[src/rtl/alu_op_sequencer.sv]
// Command-level controller for a shared 5-bit adder/subtractor: runs ADD/SUB/CMP in one
// pass and an unsigned 5x5 MUL as five shift-add iterations, returning 10-bit results.
module alu_op_sequencer #(
    parameter bit MUL_EN = 1'b1
) (
    input  logic       clk,
    input  logic       rst_n,
    input  logic       cmd_valid,
    output logic       cmd_ready,
    input  logic [1:0] cmd_op,
    input  logic [4:0] cmd_a,
    input  logic [4:0] cmd_b,
    output logic [4:0] adder_a,
    output logic [4:0] adder_b,
    output logic       adder_cin,
    input  logic [4:0] adder_result,
    input  logic       adder_cout,
    output logic       res_valid,
    input  logic       res_ready,
    output logic [9:0] res,
    output logic       flag_c,
    output logic       flag_z,
    output logic       flag_v,
    output logic       err
);

    localparam logic [1:0] OP_ADD = 2'b00;
    localparam logic [1:0] OP_SUB = 2'b01;
    localparam logic [1:0] OP_MUL = 2'b10;
    localparam logic [1:0] OP_CMP = 2'b11;

    typedef enum logic [1:0] {IDLE, EXEC, MUL, DONE} state_t;

    state_t     r_state;
    state_t     w_next;
    logic [1:0] r_op;
    logic [4:0] r_a;
    logic [4:0] r_q;
    logic [4:0] r_p;
    logic [2:0] r_cnt;
    logic [9:0] r_res;
    logic       r_c;
    logic       r_z;
    logic       r_v;
    logic       r_err;
    logic [9:0] w_shifted;
    logic       w_lastIter;

    // {P,Q} after one shift-add step: the adder's carry becomes the new P MSB.
    assign w_shifted  = {adder_cout, adder_result, r_q[4:1]};
    assign w_lastIter = (r_cnt == 3'd4);

    always_ff @(posedge clk or negedge rst_n) begin
        if (!rst_n) begin
            r_state <= IDLE;
        end else begin
            r_state <= w_next;
        end
    end

    always_comb begin
        w_next    = r_state;
        adder_a   = 5'd0;
        adder_b   = 5'd0;
        adder_cin = 1'b0;
        case (r_state)
            IDLE: begin
                if (cmd_valid) begin
                    w_next = ((cmd_op == OP_MUL) && MUL_EN) ? MUL : EXEC;
                end
            end
            EXEC: begin
                if (r_op != OP_MUL) begin
                    adder_a   = r_a;
                    adder_b   = r_q;
                    adder_cin = (r_op != OP_ADD);
                end
                w_next = DONE;
            end
            MUL: begin
                adder_a = r_p;
                adder_b = r_q[0] ? r_a : 5'd0;
                if (w_lastIter) begin
                    w_next = DONE;
                end
            end
            DONE: begin
                if (res_ready) begin
                    w_next = IDLE;
                end
            end
            default: w_next = IDLE;
        endcase
    end

    // Operand latching, multiply iterations and result/flag capture.
    always_ff @(posedge clk or negedge rst_n) begin
        if (!rst_n) begin
            r_op  <= OP_ADD;
            r_a   <= 5'd0;
            r_q   <= 5'd0;
            r_p   <= 5'd0;
            r_cnt <= 3'd0;
            r_res <= 10'd0;
            r_c   <= 1'b0;
            r_z   <= 1'b0;
            r_v   <= 1'b0;
            r_err <= 1'b0;
        end else begin
            case (r_state)
                IDLE: begin
                    if (cmd_valid) begin
                        r_op  <= cmd_op;
                        r_a   <= cmd_a;
                        r_q   <= cmd_b;
                        r_p   <= 5'd0;
                        r_cnt <= 3'd0;
                    end
                end
                EXEC: begin
                    if (r_op == OP_MUL) begin
                        r_res <= 10'd0;
                        r_c   <= 1'b0;
                        r_z   <= 1'b0;
                        r_v   <= 1'b0;
                        r_err <= 1'b1;
                    end else begin
                        r_res <= (r_op == OP_CMP) ? 10'd0 : {5'd0, adder_result};
                        r_c   <= adder_cout;
                        r_z   <= (adder_result == 5'd0);
                        r_err <= 1'b0;
                        if (r_op == OP_ADD) begin
                            r_v <= (r_a[4] == r_q[4]) && (adder_result[4] != r_a[4]);
                        end else begin
                            r_v <= (r_a[4] != r_q[4]) && (adder_result[4] != r_a[4]);
                        end
                    end
                end
                MUL: begin
                    r_p   <= w_shifted[9:5];
                    r_q   <= w_shifted[4:0];
                    r_cnt <= r_cnt + 3'd1;
                    if (w_lastIter) begin
                        r_res <= w_shifted;
                        r_c   <= 1'b0;
                        r_z   <= (w_shifted == 10'd0);
                        r_v   <= 1'b0;
                        r_err <= 1'b0;
                    end
                end
                default: begin
                end
            endcase
        end
    end

    assign cmd_ready = (r_state == IDLE);
    assign res_valid = (r_state == DONE);
    assign res       = r_res;
    assign flag_c    = r_c;
    assign flag_z    = r_z;
    assign flag_v    = r_v;
    assign err       = r_err;

endmodule

[config.mk]
export PLATFORM = sky130hd
export DESIGN_NAME = alu_op_sequencer
export DESIGN_NICKNAME = d
export VERILOG_FILES = /design/src/rtl/alu_op_sequencer.sv
export SDC_FILE = /design/constraint.sdc
export NUM_CORES = 1
export LEC_CHECK = 0
export ABC_AREA = 1
export CAP_MARGIN = 10
export CORE_UTILIZATION = 30
export CTS_CLUSTER_DIAMETER = 40
export CTS_CLUSTER_SIZE = 28
export DETAILED_ROUTE_END_ITERATION = 10
export GPL_ROUTABILITY_DRIVEN = 0
export PLACE_DENSITY_LB_ADDON = 0.12
export SYNTH_ARGS = -nofsm -noshare
export SYNTH_HDL_FRONTEND = slang
export SYNTH_SLANG_ARGS = --single-unit
export TNS_END_PERCENT = 1
[constraint.sdc]
create_clock -name clk -period 1.4 [get_ports clk]
set_input_delay 0.28 -clock clk [delete_from_list [all_inputs] [get_ports clk]]
set_output_delay 0.28 -clock clk [all_outputs]
set_load 0.02 [all_outputs]
==> reports/qor.tcl <==
set qor(io_buffer_count) 48
set qor(drt_first_iter_violations) 66
set qor(synth.lib_cells_used.distinct) 20
set qor(nets) 364
set qor(fmax_ghz) 0.537
set qor(timing.critical_path.slowest_stage_cell) {sky130_fd_sc_hd__dfrtp_1}
set qor(avgRoutedWirePerCell_um) 13.5
set qor(p_switching_mw) 3.47
set qor(finalWirelength_mm) 5.55
set qor(p_int_mw) 4.40
set qor(hold_viol_final) 0
set qor(route.detailed.drc) 0
set qor(initial_standard_cell_utilization_of_the_core_pct) 31.7
set qor(clock_power_share_pct) 16.4
set qor(grt_max_degree) 37
set qor(final_common_cell) {sky130_fd_sc_hd__nand2_1}
set qor(post_synth_inst_count) 250
set qor(ir_drop_v) 0.00104
set qor(worst_skew_pair.late_latency_ns) 0.30
set qor(drive_above_1_share_pct) 29.3
set qor(floorplan.io_pins) 49
set qor(sequential_share_of_power_pct) 23.1
set qor(fp.dieArea_um2) 6700
set qor(critical_path.top_delay_family) {buffers and inverters}
set qor(worstHoldPathType) {input pin to async pin}
set qor(dr_vias) 1879
set qor(ys_seq_elements) 36
set qor(critical-path-max-stage-delay_ns) 0.36
set qor(start_kind) {flop}
set qor(synth_async_sr_flop_share_pct) 100
set qor(grt_pass1_vias) 1893
set qor(first_pass_iters) 4
set qor(postCtsHoldBufs) 0
set qor(n_antenna_cell) 0
set qor(powerDensity_nw_per_um2) 2520
set qor(grt_antenna_before_repair) 0
set qor(part_of_the_cycle_the_worst_path_needs_pct) 133
set qor(finalWorstSetupSlack_ns) -0.460
set qor(sink_count) 36
set qor(synth.net_count) 280
set qor(synth.cell_area_um2) 1910
set qor(cts_inserted_buffers) 5
set qor(die_y_um) 81.8
set qor(grt-ovfl-total) 0
set qor(via_per_inst) 4.58
set qor(cts-htree-levels) 2
set qor(violations) {setup timing}
set qor(layout_common_cells) {sky130_fd_sc_hd__nand2_1, sky130_fd_sc_hd__dfrtp_1, sky130_fd_sc_hd__buf_4}
set qor(std_cell_rows) 28
set qor(power.combinational.fraction_pct) 60.5
set qor(placeable_area_um2) 6030
set qor(multi_input_gate_area_um2) 1090
set qor(fin_worst_hold_slack_ns) 0.344
set qor(run_status) {finished, violations left}
set qor(worstPathMaxFanout) 4
set qor(critical_path_required_ns) 1.12
set qor(maxSlewViolCount) 0
set qor(worstMarginPinSlew_ns) 0.260
set qor(max_cap_viol_count) 0
set qor(die-width_um) 81.8
set qor(hpwlAfterDp_mm) 4.02
set qor(seq_area_um2) 902
set qor(synth_enable_flop_cells) 0
set qor(dominantRegCellSynth) {sky130_fd_sc_hd__dfrtp_1}
set qor(synth_seq_area_share_pct) 47.1
set qor(finalCriticalPeriod_ns) 1.86
set qor(design_power_total_mw) 7.86
set qor(p_leak_nw) 1.51
set qor(path_clk_slew_ns) 0.08
set qor(rsz_0062_raised_after_global_routing) {true}
set qor(timing.critical_path.to_type) {output port}
set qor(preCtsSetupSlack_ns) -0.756
set qor(grt_first_pass_wirelength_mm) 9.11
set qor(cts_buffer_depth) 2
set qor(route.antenna.remaining_nets) 0
set qor(worstSetupPathType) {flop to output port}
set qor(final-setup-viol-count) 49
set qor(worst_path_cell_trace) {inv_2, buf_4, ha_4, clkinv_4, a21oi_4, buf_6}
set qor(synth_warnings) 0
set qor(post-place-cells) 396
set qor(timing.slew.headroom_pct) 82.6
set qor(cts_tree) {yes}
set qor(fillerInstances) 602
set qor(track_usage_pct) 18.5
set qor(timing.critical_path.arrival_ns) 1.58
set qor(timing.clock.skew_ns) 0.00932
set qor(cp.buffers_inverters) 4
set qor(stdcell_count) 410
set qor(clockRootBuffer) {sky130_fd_sc_hd__clkbuf_8}
set qor(area.growth.synth_to_final_pct) 63.2
set qor(sw_frac_of_total_pct) 44.1
set qor(post_synth.cell_area_avg_um2) 7.65
-- cell families after synthesis --
family,count (synthesis),share of synthesized area (%)
adder cells (fa/ha/maj),8,5.24
buffers and inverters,34,7.33
flip-flops,36,47.1
AO/OA/AOI/OAI,44,14.2
AND/OR/NAND/NOR,128,26.1
-- power groups by stage --
stage	Sequential [mW]	Clock [mW]	Combinational (mW)
floorplan	1.96	0	2.31
global placement	1.80	0	4.21
detailed placement	1.80	0	4.23
CTS	1.81	1.32	4.63
global route	1.87	1.35	5.26
finish	1.82	1.29	4.75
-- flip-flops by register name (all words and copies together), names as in the netlist --
register and flops:
flag_c 1, r_a 5, r_p 5, r_op 2
flag_v 1, flag_z 1, res 10, r_state 2
err 1, r_q 5, r_cnt 3
-- final timing paths --
check / from / to / slack [ns] / cells after the start
min reg2reg: res[4] / res[4] / 0.48 / 2
max reg2reg: r_state[0] / r_cnt[2] / -0.30 / 9
max: r_state[1] / adder_b[2] / -0.46 / 6
max in group asynchronous: rst_n / flag_z / 0.85 / 2
min: rst_n / r_a[1] / 0.34 / 2
min in group clk: res[4] / res[4] / 0.48 / 2
-- per-stage QoR --
| step | setup TNS [ns] | cell area [um2] | util [%] |
|---|---|---|---|
| final | -11.44 | 3120 | 51.8 |
| after detailed placement | -15.92 | 2810 | 46.6 |
| after global placement | -14.47 | 2810 | 46.6 |
| after global routing | -15.53 | 3120 | 51.8 |
| after floorplan | -1.98 | 2030 | - |
| after CTS | -11.72 | 3070 | 51.0 |
-- Yosys cell counts (2+ instances only) --
master                       n  area (um2)
sky130_fd_sc_hd__o21ai_2     6        52.6
sky130_fd_sc_hd__a21oi_1    11        55.1
sky130_fd_sc_hd__buf_2       4        20.0
sky130_fd_sc_hd__inv_1      26        97.6
sky130_fd_sc_hd__o211ai_1    5        37.5
sky130_fd_sc_hd__inv_2       2        7.51
sky130_fd_sc_hd__nand3_1    13        65.1
sky130_fd_sc_hd__o22ai_1     4        25.0
sky130_fd_sc_hd__nor2_1      9        33.8
sky130_fd_sc_hd__nand2_1   105         394
sky130_fd_sc_hd__ha_1        8         100
sky130_fd_sc_hd__dfrtp_1    36         901
sky130_fd_sc_hd__o21ai_0    14        70.1
-- final cells by class --
type                       count  share of cell area, %
sequential                    36                   28.9
tap                           75                   3.01
timing repair inverter         1                  0.281
clock buffer                   5                   2.21
multi-input combinational    181                   34.9
clock inverter                 3                   2.89
inverter                      29                   4.13
timing repair buffer          80                   23.6
-- metal layers --
metal | wire length [um] | GRT usage (%) | vias to the layer above | share of wire [%]
met3 | 261 | 3.00 | 7 | 4.7
met4 | 78 | 6.67 | 0 | 1.4
met5 | 0 | 0 | - | 0
met1 | 2740 | 25.6 | 859 | 49
li1 | - | - | 968 | -
met2 | 2470 | 29.1 | 45 | 44
-- repair_timing --
item | CTS | global route
gates cloned | 2 | 0
hold endpoints to repair | 0 | 0
endpoints found under the setup margin | 63 | 49
buffers inserted | 3 | 1
pin swaps | 7 | 9
gates resized for setup | 113 | 15
-- worst reg2reg max path, delay by kind of cell, from the launching register on --
family | cells | cell delay (ns)
buffers and inverters | 4 | 0.55
DFF | 1 | 0.44
adders and majority gates | 1 | 0.26
AOI/OAI and AO/OA | 1 | 0.20
and+or+nand+nor | 3 | 0.16
Note: power is estimated with default switching activity, not from simulation.
